$ cat config.mk
export PLATFORM = sky130hd
export DESIGN_NAME = priority_sequencer
export DESIGN_NICKNAME = d
export VERILOG_FILES = /design/src/rtl/priority_pkg.sv /design/src/rtl/priority_pick.sv /design/src/rtl/priority_sequencer.sv
export SDC_FILE = /design/constraint.sdc
export NUM_CORES = 1
export LEC_CHECK = 0
export CORE_ASPECT_RATIO = 1.4
export CORE_MARGIN = 2
export CORE_UTILIZATION = 30
export CTS_CLUSTER_DIAMETER = 60
export CTS_CLUSTER_SIZE = 25
export DETAILED_ROUTE_END_ITERATION = 16
export GPL_TIMING_DRIVEN = 0
export PLACE_DENSITY = 0.63
export RECOVER_POWER = 50
export SYNTH_ARGS = -nofsm -noshare
export SYNTH_HDL_FRONTEND = slang
export SYNTH_SLANG_ARGS = --single-unit
export TNS_END_PERCENT = 50
$ cat constraint.sdc
create_clock -name clk_i -period 3.1 [get_ports clk_i]
set_input_delay 0.62 -clock clk_i [delete_from_list [all_inputs] [get_ports clk_i]]
set_output_delay 0.62 -clock clk_i [all_outputs]
set_load 0.01 [all_outputs]
$ cat src/rtl/priority_pkg.sv
// Shared types and defaults for the priority channel sequencer.
// Build option: PRIO_ROUND_ROBIN_EN selects round-robin start pointer instead of fixed priority.
package priority_pkg;

   typedef enum logic {
      IDLE   = 1'b0,
      ACTIVE = 1'b1
   } state_t;

   localparam int N_CH_DEFAULT = 16;

endpackage

$ cat src/rtl/priority_pick.sv
// Combinational find-first-set over a request mask, scanning upward from a start index with
// wrap past N_CH-1 back to 0. Produces one-hot, binary index and a found flag.
module priority_pick #(
   parameter int N_CH  = 16,
   parameter int IDX_W = $clog2(N_CH)
) (
   input  logic [N_CH-1:0]  pending,
   input  logic [IDX_W-1:0] start,
   output logic [N_CH-1:0]  onehot,
   output logic [IDX_W-1:0] idx,
   output logic             found
);

   always_comb begin : scan
      logic [IDX_W-1:0] j;
      onehot = '0;
      idx    = '0;
      found  = 1'b0;
      j      = '0;
      for (int k = 0; k < N_CH; k++) begin
         j = IDX_W'((int'(start) + k) % N_CH);
         if (!found && pending[j]) begin
            found     = 1'b1;
            idx       = j;
            onehot[j] = 1'b1;
         end
      end
   end

endmodule

$ cat src/rtl/priority_sequencer.sv
// Channel sequencer: captures a request mask on arm and presents one channel per dump.
// Build option: PRIO_ROUND_ROBIN_EN enables the round-robin start pointer (default fixed priority).
module priority_sequencer
   import priority_pkg::*;
#(
   parameter int N_CH  = N_CH_DEFAULT,
   parameter int IDX_W = $clog2(N_CH)
) (
   input  logic             clk_i,
   input  logic             resetn_i,
   input  logic [N_CH-1:0]  ch_sel_i,
   input  logic             arm_i,
   input  logic             dump_i,
   input  logic             disable_i,
   output logic [N_CH-1:0]  ch_sel_o,
   output logic [IDX_W-1:0] ch_idx_o,
   output logic             valid_o,
   output logic             last_o,
   output logic             done_o,
   output logic             arm_err_o,
   output state_t           state_o
);

   // Handshake: arm_i is accepted only in IDLE with a non-zero mask; in ACTIVE each cycle
   // with dump_i high consumes exactly the presented channel; disable_i beats both.

   state_t            state, state_nxt;
   logic [N_CH-1:0]   pending, pending_nxt;
   logic              done_q, done_nxt;
   logic              arm_err_q, arm_err_nxt;
   logic [IDX_W-1:0]  start;
   logic [N_CH-1:0]   pick_onehot;
   logic [IDX_W-1:0]  pick_idx;
   logic              pick_found;
   logic              is_last;
   logic              active;

   priority_pick #(.N_CH(N_CH), .IDX_W(IDX_W)) u_pick (
      .pending (pending),
      .start   (start),
      .onehot  (pick_onehot),
      .idx     (pick_idx),
      .found   (pick_found)
   );

   // Exactly one bit left: clearing the lowest set bit leaves nothing.
   assign is_last = (pending != '0) && ((pending & (pending - N_CH'(1))) == '0);
   assign active  = (state == ACTIVE) && pick_found;

`ifdef PRIO_ROUND_ROBIN_EN
   logic [IDX_W-1:0] ptr, ptr_nxt;

   always_comb begin
      ptr_nxt = ptr;
      if (!disable_i && state == ACTIVE && dump_i) begin
         ptr_nxt = (pick_idx == IDX_W'(N_CH - 1)) ? '0 : pick_idx + 1'b1;
      end
   end

   // Pointer persists across sequences; only reset clears it.
   always_ff @(posedge clk_i or negedge resetn_i) begin
      if (!resetn_i) ptr <= '0;
      else           ptr <= ptr_nxt;
   end

   assign start = ptr;
`else
   assign start = '0;
`endif

   always_ff @(posedge clk_i or negedge resetn_i) begin
      if (!resetn_i) begin
         state     <= IDLE;
         pending   <= '0;
         done_q    <= 1'b0;
         arm_err_q <= 1'b0;
      end else begin
         state     <= state_nxt;
         pending   <= pending_nxt;
         done_q    <= done_nxt;
         arm_err_q <= arm_err_nxt;
      end
   end

   always_comb begin
      state_nxt   = state;
      pending_nxt = pending;
      done_nxt    = 1'b0;
      arm_err_nxt = 1'b0;
      if (disable_i) begin
         state_nxt   = IDLE;
         pending_nxt = '0;
      end else begin
         case (state)
            IDLE: begin
               if (arm_i && (ch_sel_i != '0)) begin
                  pending_nxt = ch_sel_i;
                  state_nxt   = ACTIVE;
               end
            end
            ACTIVE: begin
               arm_err_nxt = arm_i;
               if (dump_i) begin
                  pending_nxt = pending & ~pick_onehot;
                  if (is_last) begin
                     state_nxt = IDLE;
                     done_nxt  = 1'b1;
                  end
               end
            end
            default: begin
               state_nxt   = IDLE;
               pending_nxt = '0;
            end
         endcase
      end
   end

   assign ch_sel_o  = active ? pick_onehot : '0;
   assign ch_idx_o  = active ? pick_idx : '0;
   assign valid_o   = active;
   assign last_o    = active && is_last;
   assign done_o    = done_q;
   assign arm_err_o = arm_err_q;
   assign state_o   = state;

endmodule
Word level (Yosys, flattened, before mapping)
Cells that the tools add are included.
Word-level totals
  bits in registers: 19
  input port bits: 21
  output and inout bits: 25
  word-level logic and storage cells: 113
Cells by class
  add/subtract/negate cells: 1
  eq/ne operators: 2
  multiplexer cells: 64
  bitwise operators: 4
  reduce and logical (&&, ||, !) cells: 38
Operators with widths (count)
  $mux W16: 5
  $mux W4: 10
  $and A16 B16 Y16: 2
  $pmux W16 S2: 1
  $reduce_bool A16 Y1: 2
  $mux W1: 28
  $logic_and A1 B1 Y1: 19
  $logic_not A16 Y1: 1
  $not A16 Y16: 1
  $sub A16 B1 Y16 const B: 1
  $logic_not A1 Y1: 15
  $mux W15: 1
  $mux W3: 5
  $mux W14: 1
  $mux W13: 1
  $mux W12: 1
  $mux W11: 1
  $mux W10: 1
  $mux W9: 1
  $mux W8: 1
  $mux W7: 1
  $mux W2: 3
  $mux W6: 1
  $ne A3 B3 Y1 const B: 2
  other kinds (4): 4

Logic depth before layout (Yosys ltp)
Gate-level depths: netlist of run 1.
  depth after elaboration: 51
  mapped depth: 7
  gate-level depth less buffers: 6

Cells and area by module
From an unflattened synthesis of run 1, not the netlist that was laid out.
Unflattened totals
  cells, all modules: 725
  area, all modules: 5220.0 µm²
By module, submodules not included
  priority_pick: instances 1, cells each 568, area an instance 3928.8 µm², seq. area each 0.0 µm²
  priority_sequencer: instances 1, cells each 157, area an instance 1291.2 µm², seq. area each 475.5 µm²

Worst setup path before layout of run 1
Ideal clock, no wire load.
  path kind: register -> output
  start point: register pending[3]
  end point: output port ch_sel_o[10]
  data arrival time: 1.885 ns
  path slack: 0.595 ns
  stages on the path, launching flop included: 8
  buffers on the path: 1
  cell sequence: dfrtp_1 -> buf_6 -> nor4_4 -> nand4_4 -> nand3b_4 -> o21ai_4 -> nor2_2 -> and3_1
On the way
  cells in the longest elaborated chain, start to end: 40
Ends and longest elaborated chain
  start: declaration: line priority_sequencer.sv:28  | logic [N_CH-1:0] pending, pending_nxt;
  start signal: assignment: line priority_sequencer.sv:79  | pending <= pending_nxt;
  $logic_and A1 B1 Y1 *: line priority_pick.sv:22  | if (!found && pending[j]) begin
  $mux W1 *: line priority_pick.sv:22
  $logic_not A1 Y1: line priority_pick.sv:22
  $logic_and A1 B1 Y1: line priority_pick.sv:22
  $mux W1 *: line priority_pick.sv:22
  $logic_not A1 Y1: line priority_pick.sv:22
  $logic_and A1 B1 Y1: line priority_pick.sv:22
  $mux W1 *: line priority_pick.sv:22
  [24 not listed]
  $logic_not A1 Y1: line priority_pick.sv:22
  $logic_and A1 B1 Y1: line priority_pick.sv:22
  $mux W1: line priority_pick.sv:22
  $logic_not A1 Y1: line priority_pick.sv:22
  $logic_and A1 B1 Y1: line priority_pick.sv:22
  $mux W1: line priority_pick.sv:22
  $logic_and A1 B1 Y1: line priority_sequencer.sv:48  | assign active = (state == ACTIVE) && pick_found;
  $mux W16 *: line priority_sequencer.sv:119  | assign ch_sel_o = active ? pick_onehot : '0;
  end: declaration: line priority_sequencer.sv:15  | output logic [N_CH-1:0] ch_sel_o,
Every way passes the cells marked *; elsewhere a longest branch is shown, timed or not.

Final worst setup path of run 1
  start point: register pending[3]
  end point: output port last_o
On the way
  cells in the longest elaborated chain, start to end: 40
Ends and longest elaborated chain
  $logic_and A1 B1 Y1: line priority_pick.sv:22
  $mux W1: line priority_pick.sv:22
  $logic_not A1 Y1: line priority_pick.sv:22
  $logic_and A1 B1 Y1: line priority_pick.sv:22
  $mux W1: line priority_pick.sv:22
  $logic_not A1 Y1: line priority_pick.sv:22
  $logic_and A1 B1 Y1: line priority_pick.sv:22
  $mux W1: line priority_pick.sv:22
  [24 not listed]
  $logic_not A1 Y1: line priority_pick.sv:22
  $logic_and A1 B1 Y1: line priority_pick.sv:22
  $mux W1: line priority_pick.sv:22
  $logic_not A1 Y1: line priority_pick.sv:22
  $logic_and A1 B1 Y1: line priority_pick.sv:22
  $mux W1: line priority_pick.sv:22
  $logic_and A1 B1 Y1: line priority_sequencer.sv:48
  $logic_and A1 B1 Y1 *: line priority_sequencer.sv:122  | assign last_o = active && is_last;
  end: declaration: line priority_sequencer.sv:18  | output logic last_o,
Marked as above.

==> run_results.csv, run 1 <==
group,metric,value,unit
status,outcome,"complete, no violations",
placed_design,dp_slack,-117,ps
die,dieHeight,86.1,microns
finish,layout-drive-gt1-share,0.204,
grt,antenna_found_initial,0,
sta,finalHoldViolCount,0,
die,core_area,4570,sq um
synthesis,yosys_warnings,0,
grt,grt_pass1_wl,7560,microns
synthesis,synth.ff_latch_count,19,
synthesis,ys_seq_area_frac,0.330,
synthesis,synth_top_area_cell,"dfrtp_1",
detailed_routing,dr.pass1.iters,4,
placed_design,dpl.cell_count,274,
sta,max_freq,330,MHz
detailed_routing,drtIter0Drc,53,
sta,fin_tns_setup,0,ps
finish,num-fill-cells,496,
power_and_ir_drop,power,0.859,mW
clock_network,htree_levels,1,
synthesis,syn_avg_cell_area,8.64,sq um
synthesis,synth.net_count,188,
sta,slew_violations,0,
power_and_ir_drop,pwr-share-seq,0.341,
power_and_ir_drop,internal_power,0.541,mW
grt,grt_pass1_vias,1467,
grt,grt.overflow.total,0,
die,initial_core_util,0.316,
synthesis,netlist_instances,167,
placed_design,hpwl,3320,microns
setup_path,setup.worst_path.end_class,"output port",
clock_network,clock_path_buffers,2,
detailed_routing,vias,1558,
setup_path,cp_num_buf_inv,5,
detailed_routing,drc,0,
power_and_ir_drop,irDropWorstVdd,0.000172,V
setup_path,critPathLaunchType,"register",
power_and_ir_drop,total_leakage_power,1.06,nW
die,io_pins,46,
clock_network,cts_tree,"yes",
setup_path,cpMostUsedCell,"buf_4",
setup_path,cpMaxStageDelayCell,"dfrtp_1",
grt,grt_max_degree,20,
placed_design,dpl_cell_area,1970,sq um
clock_network,clk_pin_slew,80,ps
synthesis,synth_ff_type,"dfrtp_1",
synthesis,netlist-cell-type-count,47,
sta,hold_ws,632,ps
die,die_area,5390,sq um
detailed_routing,ant_nets,0,
synthesis,synth_area,1440,sq um
finish,diodes,0,
setup_path,cp_max_fo,8,
clock_network,clockRootBuffer,"clkbuf_8",
setup_path,crit_arrival,2410,ps
synthesis,synth_top_area_share,0.330,
placed_design,gp_congestion,0.840,
power_and_ir_drop,p_clk_frac,0.220,
setup_path,critical_path_class,"register to output port",
synthesis,synth_edf_count,0,
power_and_ir_drop,p_switching,0.318,mW
placed_design,io_buffers,45,
sta,setup_violations,0,
finish,finalInstanceArea,2160,sq um
clock_network,hold_buffers,0,
detailed_routing,wl_per_cell,16.2,microns
synthesis,synthArstFlopShare,1.00,
sta,rsz0062_at_grt,"true",
sta,slew_headroom,0.379,
finish,final_nets,252,
clock_network,clock_sinks,19,
clock_network,cts_buffers,3,
sta,skew,0.411,ps
sta,min_period_over_period,0.978,
grt,track_usage,0.179,
detailed_routing,routed_wirelength,4720,microns
hold_path,hp-class,"register to register",
detailed_routing,vias_per_cell,5.34,
sta,setup_slack,66.7,ps
setup_path,crit_family,"buffers and inverters",
setup_path,required,2480,ps
setup_path,critical_path.max_stage_delay,380,ps
power_and_ir_drop,pwr-share-comb,0.439,
sta,worst_pin_slew,929,ps
setup_path,path_cells,"buf_6 -> nor4_4 -> buf_4 -> nand4_4 -> buf_4 -> buf_4 -> a211oi_1 -> a31oi_1 -> a21oi_2 -> clkdlybuf4s15_1",
synthesis,synthTopCellsByArea,"dfrtp_1, a22o_1, and3_1, o21ai_0, nor2_1",
finish,syn2layout_area_growth,50.0,%
power_and_ir_drop,swShare,0.371,
finish,fin_cells,292,
sta,period_minus_slack,3030,ps
clock_network,clock_latency,270,ps
die,rows,29,
run,max_cap_viol_count,0,
power_and_ir_drop,power_density,397,nW/um^2
finish,fin_util,0.473,
die,die_x,62.6,microns
## power groups by stage
stage | Combinational [mW] | Clock, mW | Sequential (mW)
2_1_floorplan | 0.203 | 0 | 0.289
3_3_place_gp | 0.319 | 0 | 0.294
3_5_place_dp | 0.319 | 0 | 0.295
4_1_cts | 0.357 | 0.188 | 0.291
5_1_grt | 0.413 | 0.201 | 0.296
6_report | 0.377 | 0.189 | 0.293
## synthesized netlist by cell type (2+ instances only)
library cell	count
a211oi_1	3
o21ai_0	16
a31oi_1	2
nor3_1	5
buf_4	3
nand2_1	3
dfrtp_1	19
o41ai_1	2
nor2_1	18
a21oi_1	9
and2_2	2
buf_6	2
a22o_1	13
o211ai_1	3
nor2b_1	2
nand3b_1	4
o31ai_1	2
inv_1	5
nand3_1	4
nor4_1	4
clkbuf_1	6
and3b_1	2
o21bai_1	2
and3_1	13
## flip-flops by register name, summed over array words and instances, names as in the netlist
signal     flops
pending       16
arm_err_o      1
done_o         1
state_o        1
## metal layers
metal  up-vias  GRT usage  routed length [microns]
met2        49      0.314                     2410
li1        760          -                        -
met5         -          0                        0
met1       742      0.223                     2010
met4         0     0.0667                       78
met3         7     0.0249                      219
## timing repair
action / in CTS / in global routing
gates resized for setup: 19 / 23
setup buffers: 10 / 4
endpoints found under the setup margin: 22 / 20
pin swaps: 4 / 5
## layout by cell type (no fill, tap or decap), types with 5 or more instances in the layout
cell type,n
dlymetal6s2s_1,7
a22o_1,13
a21oi_1,9
inv_1,5
o21ai_0,16
nor2_1,16
buf_4,16
clkdlybuf4s50_1,21
dfrtp_1,19
clkbuf_2,5
and3_1,13
clkdlybuf4s15_1,5
clkbuf_1,5
dlygate4sd3_1,5
## worst paths after layout
check                      startpoint    endpoint  slack [ps]  cells past startpoint
hold / removal             pending[3]  pending[3]         630                      2
min in group asynchronous    resetn_i   arm_err_o         930                      1
setup / recovery           pending[3]      last_o          70                     10
hold reg to reg            pending[3]  pending[3]         630                      2
max in group asynchronous    resetn_i  pending[6]        1610                      1
setup reg to reg           pending[3]      done_o         870                     11
## worst min-delay path, delay by kind of cell, from the launching register on
| family | cells | cell delay [ps] |
|---|---|---|
| buf+inv | 1 | 130 |
| compound gates | 1 | 130 |
| flops | 1 | 340 |
## layout make-up
| cell class | instances | area, sq um | share of cell area |
|---|---|---|---|
| sequential | 19 | 475 | 0.220 |
| timing repair buffer | 59 | 553 | 0.256 |
| buffer | 12 | 72.6 | 0.0335 |
| multi-input combinational | 130 | 911 | 0.421 |
| clock buffer | 3 | 41.3 | 0.0191 |
| inverter | 6 | 25.0 | 0.0116 |
| tap | 62 | 77.6 | 0.0359 |
| clock inverter | 1 | 7.51 | 0.00347 |
## logic make-up after synthesis
| family | Yosys count | synth area share |
|---|---|---|
| compound gates | 60 | 0.291 |
| buf+inv | 18 | 0.0668 |
| simple gates | 69 | 0.307 |
| xor+xnor | 1 | 0.00607 |
| flops | 19 | 0.330 |
Power figures use the tool's default switching activity.
==> run 2, diff against run 1 <==
--- a/config.mk
+++ b/config.mk
@@ -11,3 +11,3 @@
 export CTS_CLUSTER_DIAMETER = 60
-export CTS_CLUSTER_SIZE = 25
+export CTS_CLUSTER_SIZE = 30
 export DETAILED_ROUTE_END_ITERATION = 16
@@ -16,2 +16,3 @@
 export RECOVER_POWER = 50
+export SKIP_CTS_REPAIR_TIMING = 1
 export SYNTH_ARGS = -nofsm -noshare
==> constraint.sdc (replaced) <==
create_clock -name clk_i -period 3.1 [get_ports clk_i]
set_input_delay 0.465 -clock clk_i [delete_from_list [all_inputs] [get_ports clk_i]]
set_output_delay 0.465 -clock clk_i [all_outputs]
set_load 0.01 [all_outputs]
==> run_results.csv, run 2 (same netlist as run 1, synthesis figures left out) <==
group,metric,value,unit
status,outcome,"complete, no violations",
grt,track_usage,0.168,
finish,syn2layout_area_growth,48.2,%
finish,multi_input_area,887,sq um
power_and_ir_drop,pwr-share-seq,0.352,
placed_design,hpwl,3320,microns
die,die_x,62.6,microns
finish,num-fill-cells,506,
sta,min_period_over_period,0.985,
die,core_area,4570,sq um
sta,slew_violations,0,
setup_path,cpMaxStageDelayCell,"clkdlybuf4s50_1",
detailed_routing,routed_wirelength,4660,microns
finish,final_common_cell,"clkdlybuf4s50_1",
finish,fin_util,0.468,
setup_path,critPathLaunchType,"register",
placed_design,io_buffers,45,
clock_network,clock_path_buffers,2,
detailed_routing,ant_nets,0,
sta,finalHoldViolCount,0,
setup_path,setup.worst_path.end_class,"output port",
power_and_ir_drop,power_density,391,nW/um^2
hold_path,hp-class,"register to register",
setup_path,cp_num_buf_inv,3,
power_and_ir_drop,irDropWorstVdd,0.000164,V
power_and_ir_drop,power,0.836,mW
grt,grt_max_degree,20,
finish,regMostFlops,"pending",
finish,layout-drive-gt1-share,0.142,
die,initial_core_util,0.316,
grt,grt_pass1_wl,7100,microns
finish,final_cell_mix,"clkdlybuf4s50_1, dfrtp_1, nor2_1, o21ai_0",
detailed_routing,vias,1550,
detailed_routing,drc,0,
sta,slew_headroom,0.370,
sta,period_minus_slack,3050,ps
detailed_routing,dr.pass1.iters,4,
finish,diodes,0,
sta,rsz0062_at_grt,"true",
clock_network,clk_pin_slew,80,ps
die,rows,29,
die,die_area,5390,sq um
detailed_routing,drtIter0Drc,70,
power_and_ir_drop,total_leakage_power,1.09,nW
clock_network,clock_latency,270,ps
clock_network,cts_tree,"yes",
finish,regArea,475,sq um
setup_path,crit_arrival,2590,ps
setup_path,path_cells,"clkbuf_1 -> nor3_2 -> nand4_4 -> nand3b_4 -> o21ai_4 -> buf_4 -> nor4b_1 -> clkdlybuf4s50_1",
setup_path,required,2630,ps
sta,worst_pin_slew,942,ps
clock_network,htree_levels,1,
power_and_ir_drop,swShare,0.365,
setup_path,cp_max_fo,9,
detailed_routing,wl_per_cell,16.2,microns
grt,grt_pass1_vias,1378,
sta,max_freq,328,MHz
run,max_cap_viol_count,0,
grt,grt.overflow.total,0,
sta,setup_violations,0,
finish,largest_register_ffs,16,
clock_network,clockRootBuffer,"clkbuf_8",
setup_path,crit_family,"buffers and inverters",
clock_network,clock_sinks,19,
power_and_ir_drop,p_switching,0.305,mW
die,io_pins,46,
clock_network,cts_buffers,3,
detailed_routing,vias_per_cell,5.40,
power_and_ir_drop,pwr-share-comb,0.425,
power_and_ir_drop,p_clk_frac,0.223,
finish,final_nets,247,
setup_path,critical_path_class,"register to output port",
power_and_ir_drop,internal_power,0.531,mW
placed_design,gp_congestion,0.840,
sta,skew,1.65,ps
die,dieHeight,86.1,microns
setup_path,critical_path.max_stage_delay,610,ps
grt,antenna_found_initial,0,
[run 2: cell count changes in the layout (fill, tap and decap cells not counted), sizes merged]
| cell | before | now |
|---|---|---|
| clkdlybuf4s50 | 21 | 29 |
| clkbuf | 13 | 8 |
| clkdlybuf4s15 | 5 | 0 |
| buf | 20 | 16 |
| dlymetal6s2s | 7 | 11 |
| dlygate4sd2 | 3 | 0 |
[run 2: per-layer routing]
layer  up-vias  routed length (microns)  GRT usage  part of all wire
met3         9                      193     0.0236             0.041
met1       754                     1990      0.214              0.43
li1        751                        -          -                 -
met5         -                        0          0                 0
met4         0                       96     0.0606             0.021
met2        36                     2380      0.290              0.51
[run 2: worst register-to-register path, cell delays in order, from the launching register on]
cell	delay, ps
dfrtp_1	380
buf_6	140
nor4_4	270
buf_6	170
buf_4	120
a22oi_1	70
a211oi_1	340
o211ai_1	160
a21oi_1	260
and3b_1	200
[run 2: through the flow]
stage	worst slack [ps]	hold slack (ps)	cell area, sq um	setup TNS [ps]	std cells
floorplan	750	169	1440	0	167
global placement	6.55	610	1970	0	274
detailed placement	38.4	609	1970	0	274
CTS	-273	631	2020	-3170	278
global route	-39.7	651	2140	-39.7	287
finish	47.1	634	2140	0	287
[run 2: worst paths after layout]
kind	from	to	slack [ps]	cells past startpoint
max reg2reg	pending[2]	done_o	950	9
max	pending[7]	ch_sel_o[9]	50	8
min in group asynchronous	resetn_i	arm_err_o	780	1
max in group asynchronous	resetn_i	pending[15]	1740	1
min	pending[2]	pending[2]	630	2
min reg2reg	pending[2]	pending[2]	630	2
[run 2: final cells by class]
cell class | instances | share of cell area
multi-input cells | 130 | 0.415
clock buffers | 3 | 0.0193
inverters | 6 | 0.0117
repair buffers | 55 | 0.260
flip-flops and latches | 19 | 0.222
clock inverters | 1 | 0.00351
plain buffers | 11 | 0.0316
well taps | 62 | 0.0363
[run 2: power groups by stage]
stage / logic, mW / clock network (mW) / registers [mW]
final: 0.355 / 0.186 / 0.295
after global routing: 0.388 / 0.201 / 0.298
after CTS: 0.321 / 0.188 / 0.290
after detailed placement: 0.319 / 0 / 0.295
after global placement: 0.319 / 0 / 0.294
after floorplan: 0.203 / 0 / 0.289
==> run 3, diff against run 2 <==
==> constraint.sdc (replaced) <==
create_clock -name clk_i -period 3.1 [get_ports clk_i]
set_input_delay 0.31 -clock clk_i [delete_from_list [all_inputs] [get_ports clk_i]]
set_output_delay 0.31 -clock clk_i [all_outputs]
set_load 0.01 [all_outputs]
==> run_results.csv, run 3 (same netlist as run 1, synthesis figures left out) <==
group,metric,value,unit
status,outcome,"complete, no violations",
sta,skew,2.30,ps
die,rows,29,
setup_path,crit_arrival,2660,ps
clock_network,clock_latency,270,ps
clock_network,clock_path_buffers,2,
setup_path,cp_max_fo,9,
grt,grt_pass1_vias,1378,
sta,setup_violations,0,
detailed_routing,drc,0,
finish,num-fill-cells,511,
clock_network,clk_pin_slew,80,ps
die,die_area,5390,sq um
sta,slew_violations,0,
setup_path,required,2790,ps
detailed_routing,ant_nets,0,
die,dieHeight,86.1,microns
power_and_ir_drop,power_density,395,nW/um^2
setup_path,critical_path_class,"register to output port",
sta,worst_pin_slew,946,ps
hold_path,hp-class,"input pin to asynchronous set/reset pin",
sta,finalHoldViolCount,0,
finish,final_cell_mix,"clkdlybuf4s50_1, dfrtp_1, nor2_1, o21ai_0",
finish,final_common_cell,"clkdlybuf4s50_1",
grt,met3_usage,0.0236,
grt,grt_max_degree,20,
detailed_routing,vias_per_cell,5.31,
placed_design,gp_congestion,0.840,
placed_design,io_buffers,45,
grt,grt.overflow.total,0,
detailed_routing,vias,1504,
detailed_routing,dr.pass1.iters,4,
grt,grtUsageMet2,0.290,
power_and_ir_drop,swShare,0.369,
grt,antenna_found_initial,0,
placed_design,hpwl,3320,microns
clock_network,htree_levels,1,
power_and_ir_drop,total_leakage_power,0.864,nW
grt,busiest_layer,"met2",
finish,layout-drive-gt1-share,0.127,
finish,largest_register_ffs,16,
finish,multi_input_area,891,sq um
die,io_pins,46,
sta,min_period_over_period,0.957,
power_and_ir_drop,p_clk_frac,0.229,
power_and_ir_drop,power,0.820,mW
clock_network,cts_buffers,3,
grt,grt_pass1_wl,7100,microns
sta,period_minus_slack,2970,ps
finish,syn2layout_area_growth,44.0,%
detailed_routing,wl_per_cell,16.0,microns
setup_path,critPathLaunchType,"register",
grt,grtUsageMet1,0.214,
die,core_area,4570,sq um
sta,fin_tns_setup,0,ps
grt,track_usage,0.168,
run,max_cap_viol_count,0,
detailed_routing,drtIter0Drc,58,
power_and_ir_drop,internal_power,0.517,mW
sta,max_freq,337,MHz
die,die_x,62.6,microns
detailed_routing,routed_wirelength,4530,microns
finish,regMostFlops,"pending",
clock_network,cts_tree,"yes",
clock_network,clockRootBuffer,"clkbuf_8",
clock_network,clock_sinks,19,
power_and_ir_drop,irDropWorstVdd,0.000164,V
die,initial_core_util,0.316,
power_and_ir_drop,pwr-share-comb,0.415,
finish,diodes,0,
finish,regArea,475,sq um
power_and_ir_drop,p_switching,0.303,mW
finish,final_nets,243,
sta,slew_headroom,0.367,
sta,rsz0062_at_grt,"false",
setup_path,setup.worst_path.end_class,"output port",
power_and_ir_drop,pwr-share-seq,0.356,
-- run 3: metrics by stage --
| step | hold WS [ps] | util | setup slack (ps) | std cells | area, sq um |
|---|---|---|---|---|---|
| 6_report | 629 | 0.454 | 135 | 283 | 2080 |
| 5_1_grt | 651 | 0.454 | 13.7 | 283 | 2080 |
| 4_1_cts | 573 | 0.442 | -118 | 278 | 2020 |
| 3_5_place_dp | 609 | 0.431 | 193 | 274 | 1970 |
| 3_3_place_gp | 610 | 0.431 | 162 | 274 | 1970 |
| 2_1_floorplan | 14.4 | - | 905 | 167 | 1440 |
-- run 3: layout make-up --
class	count	share of cell area
Clock inverter	1	0.00361
Clock buffer	3	0.0199
Timing Repair Buffer	50	0.235
Multi-Input combinational cell	130	0.429
Inverter	6	0.0120
Sequential cell	19	0.229
Tap cell	62	0.0373
Buffer	12	0.0343
-- run 3: critical path, cell delays in order (launching register included) --
cell and delay [ps]:
dfrtp_1 380, buf_6 140, nor4_4 250, buf_4 200, buf_4 120, a22oi_1 70
a211oi_1 290, o211ai_1 160, a21oi_2 200, clkdlybuf4s50_1 570
-- run 3: path summary, 6_finish.rpt --
path	startpoint	to	slack [ps]	cells past startpoint
worst max-delay path	pending[2]	last_o	130	9
worst min-delay path	resetn_i	pending[13]	630	1
worst max register to register	pending[2]	done_o	1040	9
worst min register to register	pending[2]	pending[2]	630	2
max in group asynchronous	resetn_i	pending[11]	1900	1
min in group clk_i	pending[2]	pending[2]	630	2
-- run 3: per-layer routing --
metal | routed length (microns) | up-vias
li1 | - | 741
met1 | 1990 | 710
met2 | 2290 | 48
met3 | 188 | 5
met4 | 63 | 0
met5 | 0 | -
-- run 3: power groups by stage --
stage	clock (mW)	combinational, mW	sequential [mW]
detailed placement	0	0.319	0.295
global placement	0	0.319	0.294
finish	0.188	0.341	0.292
global route	0.201	0.373	0.294
floorplan	0	0.203	0.289
CTS	0.188	0.321	0.290
